`src/rtl/int_ctrl_if.sv`:
```
// ============================================================================
//  Module      : int_ctrl_if
//  Description : Bus between the CPU core and the interrupt controller:
//                SFR contents, source flags, core handshake, request/vector
//                and hardware flag-clear pulses. Timer-2 flags exist only
//                when INT_TIMER2_EN is defined.
//  Revision    : 1.0 - initial release
// ============================================================================
`default_nettype none

interface int_ctrl_if;
    logic [7:0] IE_data;
    logic [7:0] IP_data;
    logic       ie0;
    logic       tf0;
    logic       ie1;
    logic       tf1;
    logic       ri;
    logic       ti;
    logic       it0;
    logic       it1;
`ifdef INT_TIMER2_EN
    logic       tf2;
    logic       exf2;
`endif
    logic       int_block;
    logic       int_ack;
    logic       reti;
    logic       int_req;
    logic [7:0] int_vect;
    logic       clr_ie0;
    logic       clr_tf0;
    logic       clr_ie1;
    logic       clr_tf1;

`ifdef INT_TIMER2_EN
    modport master (
        output IE_data, IP_data, ie0, tf0, ie1, tf1, ri, ti, it0, it1,
               tf2, exf2, int_block, int_ack, reti,
        input  int_req, int_vect, clr_ie0, clr_tf0, clr_ie1, clr_tf1
    );
    modport slave (
        input  IE_data, IP_data, ie0, tf0, ie1, tf1, ri, ti, it0, it1,
               tf2, exf2, int_block, int_ack, reti,
        output int_req, int_vect, clr_ie0, clr_tf0, clr_ie1, clr_tf1
    );
`else
    modport master (
        output IE_data, IP_data, ie0, tf0, ie1, tf1, ri, ti, it0, it1,
               int_block, int_ack, reti,
        input  int_req, int_vect, clr_ie0, clr_tf0, clr_ie1, clr_tf1
    );
    modport slave (
        input  IE_data, IP_data, ie0, tf0, ie1, tf1, ri, ti, it0, it1,
               int_block, int_ack, reti,
        output int_req, int_vect, clr_ie0, clr_tf0, clr_ie1, clr_tf1
    );
`endif
endinterface

`default_nettype wire

```
`src/rtl/int_ctrl.sv`:
```
// ============================================================================
//  Module      : int_ctrl
//  Description : 8051-style two-level interrupt controller. Arbitrates the
//                enabled sources by priority level and fixed polling order,
//                holds one request towards the core until acknowledged or
//                withdrawn, tracks in-service levels and pulses hardware
//                flag clears. Optional macro INT_TIMER2_EN adds the Timer-2
//                source (tf2|exf2, IE[5]/IP[5], vector 0x2B).
//  Revision    : 1.0 - initial release
// ============================================================================
`default_nettype none

module int_ctrl (
    input  wire logic  clock,
    input  wire logic  reset,
    int_ctrl_if.slave  bus
);

    localparam int         NSRC   = 6;
    localparam logic [0:0] S_IDLE = 1'b0;
    localparam logic [0:0] S_REQ  = 1'b1;

    logic [0:0]      r_state;
    logic [0:0]      w_state_next;
    logic            r_isr_hi;
    logic            r_isr_lo;
    logic            w_isr_hi_next;
    logic            w_isr_lo_next;
    logic [2:0]      r_idx;
    logic            r_lvl;
    logic [7:0]      r_vect;
    logic [3:0]      r_clr;
    logic [NSRC-1:0] w_flag;
    logic [NSRC-1:0] w_en;
    logic [NSRC-1:0] w_pri;
    logic [7:0]      w_elig;
    logic            w_found;
    logic [2:0]      w_win_idx;
    logic            w_win_lvl;
    logic            w_take_req;
    logic            w_take_ack;
    logic            w_unused;

    // Per-source flag, enable and priority in polling order (bit 0 polled first)
    always_comb begin
        w_flag = {1'b0, bus.ri | bus.ti, bus.tf1, bus.ie1, bus.tf0, bus.ie0};
        w_en   = {1'b0, bus.IE_data[4:0]};
        w_pri  = {1'b0, bus.IP_data[4:0]};
`ifdef INT_TIMER2_EN
        w_flag[5] = bus.tf2 | bus.exf2;
        w_en[5]   = bus.IE_data[5];
        w_pri[5]  = bus.IP_data[5];
`endif
    end

`ifdef INT_TIMER2_EN
    assign w_unused = ^{bus.IE_data[6], bus.IP_data[7:6]};
`else
    assign w_unused = ^{bus.IE_data[6:5], bus.IP_data[7:5]};
`endif

    // A source is eligible only if its level is above the level in service
    always_comb begin
        w_elig = '0;
        for (int i = 0; i < NSRC; i++) begin
            if (!bus.IE_data[7] || r_isr_hi)
                w_elig[i] = 1'b0;
            else if (r_isr_lo)
                w_elig[i] = w_en[i] & w_flag[i] & w_pri[i];
            else
                w_elig[i] = w_en[i] & w_flag[i];
        end
    end

    // Winner: any high-level source beats any low one; lowest index wins a tie
    always_comb begin
        w_found   = 1'b0;
        w_win_idx = 3'd0;
        w_win_lvl = 1'b0;
        for (int i = NSRC - 1; i >= 0; i--) begin
            if (w_elig[i] && !w_pri[i]) begin
                w_found   = 1'b1;
                w_win_idx = 3'(i);
            end
        end
        for (int i = NSRC - 1; i >= 0; i--) begin
            if (w_elig[i] && w_pri[i]) begin
                w_found   = 1'b1;
                w_win_idx = 3'(i);
                w_win_lvl = 1'b1;
            end
        end
    end

    assign w_take_req = (r_state == S_IDLE) && w_found && !bus.int_block;
    assign w_take_ack = (r_state == S_REQ) && bus.int_ack;

    // State register
    always_ff @(posedge clock) begin
        if (reset)
            r_state <= S_IDLE;
        else
            r_state <= w_state_next;
    end

    // Next state: ack wins over withdraw; no re-arbitration while requesting
    always_comb begin
        w_state_next = r_state;
        case (r_state)
            S_IDLE:  if (w_take_req) w_state_next = S_REQ;
            S_REQ:   if (bus.int_ack || !w_elig[r_idx]) w_state_next = S_IDLE;
            default: w_state_next = S_IDLE;
        endcase
    end

    // Outputs: request and vector are visible only while requesting
    always_comb begin
        bus.int_req  = (r_state == S_REQ);
        bus.int_vect = (r_state == S_REQ) ? r_vect : 8'h00;
        bus.clr_ie0  = r_clr[0];
        bus.clr_tf0  = r_clr[1];
        bus.clr_ie1  = r_clr[2];
        bus.clr_tf1  = r_clr[3];
    end

    // Latch the winner's index, level and vector (8*idx + 3) on request entry
    always_ff @(posedge clock) begin
        if (reset) begin
            r_idx  <= 3'd0;
            r_lvl  <= 1'b0;
            r_vect <= 8'h00;
        end else if (w_take_req) begin
            r_idx  <= w_win_idx;
            r_lvl  <= w_win_lvl;
            r_vect <= {2'b00, w_win_idx, 3'b011};
        end
    end

    // In-service update: RETI clears the top level first, then ack sets latched level
    always_comb begin
        w_isr_hi_next = r_isr_hi;
        w_isr_lo_next = r_isr_lo;
        if (bus.reti) begin
            if (r_isr_hi)
                w_isr_hi_next = 1'b0;
            else
                w_isr_lo_next = 1'b0;
        end
        if (w_take_ack) begin
            if (r_lvl)
                w_isr_hi_next = 1'b1;
            else
                w_isr_lo_next = 1'b1;
        end
    end

    // In-service registers
    always_ff @(posedge clock) begin
        if (reset) begin
            r_isr_hi <= 1'b0;
            r_isr_lo <= 1'b0;
        end else begin
            r_isr_hi <= w_isr_hi_next;
            r_isr_lo <= w_isr_lo_next;
        end
    end

    // One-cycle flag clears; level-triggered externals, serial and TF2 stay to software
    always_ff @(posedge clock) begin
        if (reset) begin
            r_clr <= 4'b0000;
        end else if (w_take_ack) begin
            r_clr <= {r_idx == 3'd3,
                      (r_idx == 3'd2) & bus.it1,
                      r_idx == 3'd1,
                      (r_idx == 3'd0) & bus.it0};
        end else begin
            r_clr <= 4'b0000;
        end
    end

endmodule

`default_nettype wire

```
`src/flat_wrapper.sv`:
```
// flat-port wrapper written by rule: the top's interface ports become plain ports
module int_ctrl_flat 
  (clock, reset, bus_IE_data, bus_IP_data, bus_ie0, bus_tf0, bus_ie1, bus_tf1, bus_ri, bus_ti, bus_it0, bus_it1, bus_int_block, bus_int_ack, bus_reti, bus_int_req, bus_int_vect, bus_clr_ie0, bus_clr_tf0, bus_clr_ie1, bus_clr_tf1);
  int_ctrl_if bus_i ();
  input  wire logic clock;
  input  wire logic reset;
  input wire logic [$bits(bus_i.IE_data)-1:0] bus_IE_data;
  input wire logic [$bits(bus_i.IP_data)-1:0] bus_IP_data;
  input wire logic [$bits(bus_i.ie0)-1:0] bus_ie0;
  input wire logic [$bits(bus_i.tf0)-1:0] bus_tf0;
  input wire logic [$bits(bus_i.ie1)-1:0] bus_ie1;
  input wire logic [$bits(bus_i.tf1)-1:0] bus_tf1;
  input wire logic [$bits(bus_i.ri)-1:0] bus_ri;
  input wire logic [$bits(bus_i.ti)-1:0] bus_ti;
  input wire logic [$bits(bus_i.it0)-1:0] bus_it0;
  input wire logic [$bits(bus_i.it1)-1:0] bus_it1;
  input wire logic [$bits(bus_i.int_block)-1:0] bus_int_block;
  input wire logic [$bits(bus_i.int_ack)-1:0] bus_int_ack;
  input wire logic [$bits(bus_i.reti)-1:0] bus_reti;
  output wire logic [$bits(bus_i.int_req)-1:0] bus_int_req;
  output wire logic [$bits(bus_i.int_vect)-1:0] bus_int_vect;
  output wire logic [$bits(bus_i.clr_ie0)-1:0] bus_clr_ie0;
  output wire logic [$bits(bus_i.clr_tf0)-1:0] bus_clr_tf0;
  output wire logic [$bits(bus_i.clr_ie1)-1:0] bus_clr_ie1;
  output wire logic [$bits(bus_i.clr_tf1)-1:0] bus_clr_tf1;
  assign bus_i.IE_data = bus_IE_data;
  assign bus_i.IP_data = bus_IP_data;
  assign bus_i.ie0 = bus_ie0;
  assign bus_i.tf0 = bus_tf0;
  assign bus_i.ie1 = bus_ie1;
  assign bus_i.tf1 = bus_tf1;
  assign bus_i.ri = bus_ri;
  assign bus_i.ti = bus_ti;
  assign bus_i.it0 = bus_it0;
  assign bus_i.it1 = bus_it1;
  assign bus_i.int_block = bus_int_block;
  assign bus_i.int_ack = bus_int_ack;
  assign bus_i.reti = bus_reti;
  assign bus_int_req = bus_i.int_req;
  assign bus_int_vect = bus_i.int_vect;
  assign bus_clr_ie0 = bus_i.clr_ie0;
  assign bus_clr_tf0 = bus_i.clr_tf0;
  assign bus_clr_ie1 = bus_i.clr_ie1;
  assign bus_clr_tf1 = bus_i.clr_tf1;
  int_ctrl u_core (.clock(clock), .reset(reset), .bus(bus_i));
endmodule
```
`config.mk`:
```
export PLATFORM = sky130hd
export DESIGN_NAME = int_ctrl_flat
export DESIGN_NICKNAME = d
export VERILOG_FILES = /design/src/rtl/int_ctrl_if.sv /design/src/rtl/int_ctrl.sv /design/src/flat_wrapper.sv
export SDC_FILE = /design/constraint.sdc
export NUM_CORES = 1
export LEC_CHECK = 0
export CORE_ASPECT_RATIO = 1.5
export CORE_UTILIZATION = 30
export DETAILED_ROUTE_END_ITERATION = 8
export PLACE_DENSITY = 0.7
export SLEW_MARGIN = 0
export SYNTH_ARGS = -nofsm -noshare
export SYNTH_HDL_FRONTEND = slang
export SYNTH_SLANG_ARGS = --single-unit
```
`constraint.sdc`:
```
create_clock -name clock -period 1.65 [get_ports clock]
set_input_delay 0.4125 -clock clock [delete_from_list [all_inputs] [get_ports clock]]
set_output_delay 0.4125 -clock clock [all_outputs]
set_load 0.01 [all_outputs]
```
* Word level (Yosys, flattened, before mapping)
Cells that the tools add are included.
** Storage, ports and cells
- Flip-flop bits (word level) :: 16
- Input bits :: 29
- Output and inout port bits :: 13
- Logic and storage cells :: 99
** Cells by class
- $lt $le $gt $ge :: 1
- Equality and inequality tests :: 3
- Mux-type cells :: 48
- Bitwise logic cells :: 15
- Reduce and logical (&&, ||, !) cells :: 25
** Operator list (count)
- $mux W1 :: 35
- $mux W3 :: 10
- $logic_and A1 B1 Y1 :: 13
- $and A1 B1 Y1 :: 12
- $logic_not A1 Y1 :: 8
- $eq A3 B2 Y1 const B :: 2
- $mux W6 :: 1
- $lt A3 B4 Y1 const B :: 1
- $bmux W1 S3 :: 1
- $eq A3 B1 Y1 const B :: 1
- $logic_not A3 Y1 :: 1
- $logic_or A1 B1 Y1 :: 2
- $not A1 Y1 :: 2
- $pmux W1 S2 :: 1
- $reduce_or A2 Y1 :: 1
- $or A1 B1 Y1 :: 1

* Longest topological paths before layout
Gate-level depths: netlist (run 1).
- Word-level depth :: 20
- Depth in mapped cells :: 7
- Mapped depth without buffers :: 6

* Worst setup path before layout (run 1)
Ideal clock, no wire load.
- Kind :: in2reg
- Start point :: in bus_IE_data[7]
- End point :: reg u_core.r_idx[1]
- Library setup time :: 87 ps
- Data arrival time :: 1459 ps
- Data required time :: 1563 ps
- Setup slack :: 104 ps
- Stages :: 5
- Path buffers :: 0
- Path through :: or3b_4 a21o_1 a41oi_4 o311ai_1 o31ai_1
** Between the ends
- Word-level cells in the longest chain between the ends :: 16
- Elaborated cells between the ends (all ways) :: 38
- Classes of those cells :: mux (24); reduce/logical (14)
** Ends and longest elaborated chain
- start: declaration :: RTL line flat_wrapper.sv:7 : input wire logic [$bits(bus_i.IE_data)-1:0] bus_IE_data;
- $logic_not A1 Y1 * :: RTL line int_ctrl.sv:66 : if (!bus.IE_data[7] || r_isr_hi)
- $logic_or A1 B1 Y1 * :: RTL line int_ctrl.sv:66
- $mux W1 :: RTL line int_ctrl.sv:66
- $logic_and A1 B1 Y1 :: RTL line int_ctrl.sv:81 : if (w_elig[i] && !w_pri[i]) begin
- $mux W1 (5 in series) :: RTL line int_ctrl.sv:81
- $mux W1 (5 in series) :: RTL line int_ctrl.sv:87 : if (w_elig[i] && w_pri[i]) begin
- $logic_and A1 B1 Y1 (2 in series) :: RTL line int_ctrl.sv:95 : assign w_take_req = (r_state == S_IDLE) && w_found && !bus.int_block;
- end signal: assignment :: RTL line int_ctrl.sv:133 : r_idx <= w_win_idx;
- end: declaration :: RTL line int_ctrl.sv:29 : logic [2:0] r_idx;
Every way passes the cells marked *; elsewhere a longest branch is shown, timed or not.
A chain may end at the register's enable or synchronous reset.

* Worst setup path after layout (run 1)
- Start point :: in bus_ti
- End point :: reg u_core.r_state (netlist: u_core.bus.int_req)
** Between the ends
- Word-level cells in the longest chain between the ends :: 20
- Elaborated cells between the ends (all ways) :: 26
- Classes of those cells :: mux (17); bitwise (3); reduce/logical (6)
** Ends and longest elaborated chain
- start: declaration :: RTL line flat_wrapper.sv:14 : input wire logic [$bits(bus_i.ti)-1:0] bus_ti;
- $or A1 B1 Y1 * :: RTL line int_ctrl.sv:46 : w_flag = {1'b0, bus.ri | bus.ti, bus.tf1, bus.ie1, bus.tf0, bus.ie0};
- $and A1 B1 Y1 * :: RTL line int_ctrl.sv:69, int_ctrl.sv:71
- $and A1 B1 Y1 :: RTL line int_ctrl.sv:69 : w_elig[i] = w_en[i] & w_flag[i] & w_pri[i];
- $mux W1 * :: RTL line int_ctrl.sv:68 : else if (r_isr_lo)
- $mux W1 * :: RTL line int_ctrl.sv:66
- $logic_and A1 B1 Y1 :: RTL line int_ctrl.sv:81
- $mux W1 (5 in series) :: RTL line int_ctrl.sv:81
- $mux W1 (5 in series) :: RTL line int_ctrl.sv:87
- $logic_and A1 B1 Y1 (2 in series) :: RTL line int_ctrl.sv:95
- $mux W1 :: RTL line int_ctrl.sv:110 : S_IDLE: if (w_take_req) w_state_next = S_REQ;
- $pmux W1 S2 * :: RTL line int_ctrl.sv:109 : case (r_state)
- end signal: assignment :: RTL line int_ctrl.sv:103 : r_state <= w_state_next;
- end: declaration :: RTL line int_ctrl.sv:23 : logic [0:0] r_state;
Every way passes the cells marked *; elsewhere a longest branch is shown, timed or not. The select of a mux whose other input is x is not followed.

==> metrics.txt, run 1 <==
initial antenna violation count=0; Worst-path clk slew=0.05 ns; clk_skew=0.000499 ns; Seq/Total Area, Yosys=0.290; full die area=0.00298 mm2; post-synthesis instance area=827 um2; adder-cell share of the synthesized area=0; fin. max-slew vios=0; Final min period=1.61 ns; nets@finish=179; placed cell count=180; vias in the first global route=967; num rows=23; CTS Buffer Depth=2; worst min-delay path class=reg2reg; syn_area_per_cell=8.53 um2; CTS Root Cell=clkbuf_8; Yosys warnings=0; vias post-DR=965; GRT Util Overall=0.192; CP arrival=1.79 ns; drt via density=5.22; Yosys reg bits=12; GPL Wtd Cong=0.809; final setup fails=0; port buffer count=33; cts bufs inserted=3; max-cap violation count=0; DRT Pass-1 Iters=4; startpoint class of the critical path=primary input; Worst Setup Path Type=in2reg; clk_lat worst skew=0.24 ns; Remaining DRCs=0; post-synthesis mux area share=0; fin crit share=0.978; final hold slack=0.489 ns; Simple-Gate Fraction of Synth Area=0.351; die height=66.3 um; Fmax=0.620 GHz; RSZ-0062 raised after global routing=yes; number of H-tree levels=1; wire length per cell=14.4 um; grt ovf=0; complex-gate fraction of the synthesized area=0.281; CTS Hold Bufs=0; final wirelength=2660 um; main combinational cell family by area after synthesis=simple AND/OR/NAND/NOR gates; VDD IR-drop max=453 uV; Initial Util=0.312; area of the multi-input gates=582 um2; # IOs=42; HPWL Detailed=2020 um; Post-DRT Antenna Nets=0; Core Area=0.00265 mm2; Netlist cell types=40; Worst Path Max Fanout=2; share of cells above drive strength 1=0.297; gate count of the mapped netlist=97; TritonCTS clock tree=done; first-pass GRT wire length=4200 um; status=completed; antenna cells=0; Die Width=44.9 um; Fillers=261; Final Hold Fails=0; Sinks on Clock Net=12; xor/xnor share of the synthesized area=0; Sequential cell area=244 um2; crit end category=register; DRT iter0 DRCs=20; Setup WS pre-CTS=-0.527 ns; LEAKAGE=0.593 nW; CP required=1.82 ns; TNS Setup=0 ns; worst setup margin=0.0365 ns; synth-to-layout area growth=68.5%; pwr/cell area=578 mW/mm2; Finished Layout Cells=185; pin count of the biggest net entering global routing=11
## kinds of logic after synthesis
family,count (synthesis)
other,1
buffers and inverters,10
AO/OA/AOI/OAI,27
AND/OR/NAND/NOR,47
flip-flops,12
## worst paths after layout
kind | startpoint | cells past startpoint | to | slack, ns
max reg2reg | u_core.r_isr_hi$_SDFF_PP0_ | 5 | u_core.r_idx[1]$_SDFFE_PP0P_ | 0.05
max | bus_ti | 6 | u_core.bus.int_req$_SDFF_PP0_ | 0.04
min reg2reg | u_core.r_vect[1]$_SDFFE_PP0P_ | 2 | u_core.r_vect[1]$_SDFFE_PP0P_ | 0.49
min | u_core.r_vect[1]$_SDFFE_PP0P_ | 2 | u_core.r_vect[1]$_SDFFE_PP0P_ | 0.49
## routing by layer
layer	GRT usage	vias up	wire (um)
met1	0.208	468	1020
li1	-	462	-
met5	0	-	0
met3	0.0492	7	98
met4	0.102	0	50
met2	0.329	28	1490
## where the power goes
part           switching [mW]  internal [mW]  total [mW]
logic                   0.105          0.123       0.228
registers             0.00981          0.302       0.312
clock network           0.105          0.161       0.266
## state kept, by name, summed over array words and instances, names as in the netlist
register,cells
u_core.r_clr,4
u_core.r_lvl,1
u_core.r_idx,2
u_core.r_isr_lo,1
u_core.r_vect,2
u_core.bus.int_req,1
u_core.r_isr_hi,1
## worst max-delay path: stages
cell and delay [ns]:
clkdlybuf4s50_1 0.46, or2_4 0.13, o2111ai_4 0.12, o31a_1 0.27
nor4b_2 0.23, o21ba_1 0.17
## placed cells by master, fill, tap and decap left out, types with 2 or more instances in the layout
master and count:
o31ai_1 2, nand4_1 2, nor2_1 9, and3b_2 2, inv_1 3, o211ai_1 5
clkdlybuf4s50_1 15, a21oi_1 7, buf_4 19, conb_1 3, dfxtp_2 3, nand3b_1 2
dlygate4sd2_1 14, and2_1 4, clkbuf_8 3, nand2b_1 2, o2111ai_1 2, and4_4 2
nand2_1 6, nor3_1 4, nand3_1 3, dlymetal6s2s_1 3, dfxtp_1 9
## synth_stat cells, drive strengths merged
cell type	n	area, um2
o21ba	1	10.0
a21o	1	7.51
buf	5	41.3
o211ai	5	37.5
nand2b	2	12.5
nor4b	2	23.8
nand3b	2	15.0
and4	2	20.0
clkbuf	2	7.51
and2	4	25.0
a41oi	2	36.3
nor3b	2	15.0
o31a	1	8.76
and3b	2	17.5
o21bai	1	18.8
o2111ai	3	32.5
o311ai	1	8.76
nor2b	1	6.26
conb	1	3.75
or2	2	12.5
o31ai	2	15.0
inv	3	11.3
nand4	2	12.5
nand2	6	22.5
nor2	9	33.8
dfxtp	12	240
a31oi	1	6.26
a21oi	7	35.0
nor3	5	36.3
o221ai	1	8.76
or3b	1	11.3
a21boi	1	7.51
or3	1	6.26
nand3	4	20.0
## final cells by class
| type | instances | share of cell area |
|---|---|---|
| timing repair buffer | 53 | 0.337 |
| tap | 37 | 0.0332 |
| sequential | 12 | 0.175 |
| clock buffer | 3 | 0.0296 |
| multi-input combinational | 77 | 0.417 |
| inverter | 3 | 0.00808 |
## stage by stage
| stage | cell area, um2 | util | total power, mW |
|---|---|---|---|
| floorplan | 835 | - | 0.419 |
| global placement | 1300 | 0.490 | 0.531 |
| detailed placement | 1300 | 0.490 | 0.536 |
| CTS | 1380 | 0.519 | 0.804 |
| global route | 1390 | 0.526 | 0.843 |
| finish | 1390 | 0.526 | 0.806 |
## timing repair
item                                    in CTS  in global routing
gates resized for setup                     30                  6
pin swaps                                   10                  6
setup buffers                                1                  1
endpoints found under the setup margin      11                  5
(Power assumes the default switching activity.)
==> run 2, diff against run 1 <==
--- a/config.mk
+++ b/config.mk
@@ -6,9 +6,9 @@
 export NUM_CORES = 1
 export LEC_CHECK = 0
 export CORE_ASPECT_RATIO = 1.5
-export CORE_UTILIZATION = 30
+export CORE_UTILIZATION = 38
 export DETAILED_ROUTE_END_ITERATION = 8
-export PLACE_DENSITY = 0.7
+export PLACE_DENSITY = 0.84
 export SLEW_MARGIN = 0
 export SYNTH_ARGS = -nofsm -noshare
 export SYNTH_HDL_FRONTEND = slang
==> constraint.sdc (replaced) <==
create_clock -name clock -period 1.6 [get_ports clock]
set_input_delay 0.4 -clock clock [delete_from_list [all_inputs] [get_ports clock]]
set_output_delay 0.4 -clock clock [all_outputs]
set_load 0.01 [all_outputs]
==> metrics.txt, run 2 (synthesis gave the netlist of run 1 again) <==
die height=59.1 um (was 66.3 um); worst setup margin=-0.0602 ns (was 0.0365 ns); CTS Root Cell=clkbuf_4 (was clkbuf_8); num rows=20 (was 23); Worst Hold Path EP=u_core.r_vect[1]$_SDFFE_PP0P_ (unchanged); Worst-path clk slew=0.07 ns (was 0.05 ns); share of cells above drive strength 1=0.353 (was 0.297); Clk network pwr share=0.241 (was 0.330); WHS Path Cells=2 (unchanged); GPL Wtd Cong=0.969 (was 0.809); synth-to-layout area growth=68.8% (was 68.5%); port buffer count=33 (unchanged); CTS Buffer Depth=2 (unchanged); CP required=1.77 ns (was 1.82 ns); clk_skew=0.000589 ns (was 0.000499 ns); grt ovf=0 (unchanged); Final Hold Fails=0 (unchanged); max reg flops=4 (unchanged); initial antenna violation count=0 (unchanged); DRT Pass-1 Iters=4 (unchanged); TNS Setup=-0.112 ns (was 0 ns); Setup WS pre-CTS=-0.587 ns (was -0.527 ns); pwr/cell area=538 mW/mm2 (was 578 mW/mm2); Reg2Reg Depth=5 (unchanged); antenna cells=0 (unchanged); Post-DRT Antenna Nets=0 (unchanged); RR Endpoint=u_core.r_idx[0]$_SDFFE_PP0P_ (was u_core.r_idx[1]$_SDFFE_PP0P_); fin crit share=1.04; Fmax=0.602 GHz; wire length per cell=15.4 um (was 14.4 um); vias post-DR=977 (was 965); pin count of the biggest net entering global routing=11 (unchanged); Switch Pwr=219 uW (was 220 uW); Fillers=170 (was 261); number of H-tree levels=1 (unchanged); TritonCTS clock tree=done (unchanged); VDD IR-drop max=384 uV (was 453 uV); Placed Instance Area=0.00128 mm2 (was 0.00130 mm2); crit end category=register (unchanged); Core Area=0.00203 mm2 (was 0.00265 mm2); power share of the combinational group=0.334 (was 0.282); Final min period=1.66 ns; HPWL Detailed=1890 um (was 2020 um); fin. max-slew vios=0 (unchanged); first-pass GRT wire length=4160 um (was 4200 um); Initial Util=0.408 (was 0.312); Die Width=40.1 um (was 44.9 um); violated checks=negative setup slack; final wirelength=2660 um (about the same); final setup fails=3 (was 0); Sinks on Clock Net=12 (unchanged); startpoint class of the critical path=primary input (unchanged); Worst Setup Path Type=in2reg (unchanged); Remaining DRCs=0 (unchanged); sw frac=0.292 (was 0.273); max-cap violation count=0 (unchanged); Seq pwr share=0.425 (was 0.387); status=complete, but fails checks (was completed); commonest cells after routing, fill and taps aside=buf_4 (20), dlygate4sd2_1 (18), clkdlybuf4s50_1 (13), dfxtp_1 (9), nor2_1 (8) (was buf_4 (19), clkdlybuf4s50_1 (15), dlygate4sd2_1 (14), nor2_1 (9), dfxtp_1 (9)); GRT Util Overall=0.250 (was 0.192); LEAKAGE=0.603 nW (was 0.593 nW); reg2reg start=u_core.r_isr_hi$_SDFF_PP0_ (unchanged); cell internal pwr=532 uW (was 586 uW); worst min-delay path class=reg2reg (unchanged); full die area=0.00237 mm2 (was 0.00298 mm2); vias in the first global route=986 (was 967); Biggest register=u_core.r_clr (unchanged); final hold slack=0.488 ns (was 0.489 ns); nets@finish=181 (was 179); R2R Setup Slk=-0.04 ns (was 0.05 ns); DRT iter0 DRCs=21 (was 20); commonest non-fill, non-tap cell in the layout=buf_4 (unchanged); cts bufs inserted=3 (unchanged); RSZ-0062 raised after global routing=yes (unchanged); CP arrival=1.83 ns (was 1.79 ns); total design power=752 uW (was 806 uW); Worst Hold Launch=u_core.r_vect[1]$_SDFFE_PP0P_ (unchanged); clk_lat worst skew=0.26 ns (was 0.24 ns); largest registers=u_core.r_clr x4, u_core.r_idx x2, u_core.r_vect x2 (unchanged); drt via density=5.68 (was 5.22); # IOs=42 (unchanged); post-route design area=0.00140 mm2 (was 0.00139 mm2); Worst Path Max Fanout=5 (was 2)
## run 2: power groups by stage
stage / logic, mW / clock network (mW) / registers, mW
6_report: 0.251 / 0.181 / 0.320
5_1_grt: 0.269 / 0.195 / 0.321
4_1_cts: 0.226 / 0.181 / 0.321
3_5_place_dp: 0.223 / 0 / 0.327
3_3_place_gp: 0.219 / 0 / 0.326
2_1_floorplan: 0.106 / 0 / 0.326
## run 2: layer usage
metal | track usage | vias up | routed length (um)
met3 | 0.0451 | 8 | 107
met4 | 0.0936 | 0 | 60
met2 | 0.452 | 36 | 1520
met5 | 0 | - | 0
met1 | 0.269 | 464 | 971
li1 | - | 469 | -
## run 2: final cells by class
type	count	area (um2)	area share
repair buffers	55	478	0.342
flip-flops and latches	12	246	0.177
well taps	22	27.5	0.0197
multi-input cells	77	611	0.437
inverters	3	11.3	0.00806
clock buffers	3	22.5	0.0161
## run 2: worst max-delay path: stages
cell	delay (ns)
clkdlybuf4s50_1	0.40
or2_4	0.25
o2111ai_4	0.11
buf_6	0.15
a41oi_4	0.15
buf_4	0.18
o31ai_2	0.20
## run 2: worst max-delay path by stage
stage                                           from                           end  slack, ns  cells past startpoint
final                                         bus_ri  u_core.r_idx[0]$_SDFFE_PP0P_      -0.06                      7
after global routing      u_core.r_isr_hi$_SDFF_PP0_  u_core.r_idx[0]$_SDFFE_PP0P_      -0.09                      6
after global placement                bus_IE_data[7]  u_core.r_idx[0]$_SDFFE_PP0P_      -0.49                      6
after CTS                 u_core.r_isr_hi$_SDFF_PP0_  u_core.r_idx[0]$_SDFFE_PP0P_      -0.04                      5
after detailed placement              bus_IE_data[7]  u_core.r_idx[0]$_SDFFE_PP0P_      -0.59                      7
after floorplan                       bus_IE_data[7]  u_core.r_idx[1]$_SDFFE_PP0P_       0.07                      5
## run 2: what timing repair did
action | in CTS | in global routing
setup endpoints to repair | 12 | 5
hold buffers | 0 | 0
gates resized for setup | 34 | 13
setup buffers | 2 | 2
endpoints found under the hold margin | 0 | 0
pin swaps | 14 | 8
## run 2: metrics by stage
step,std cells,utilization
floorplan,99,-
global placement,165,0.631
detailed placement,165,0.631
CTS,170,0.660
global route,172,0.689
finish,172,0.689
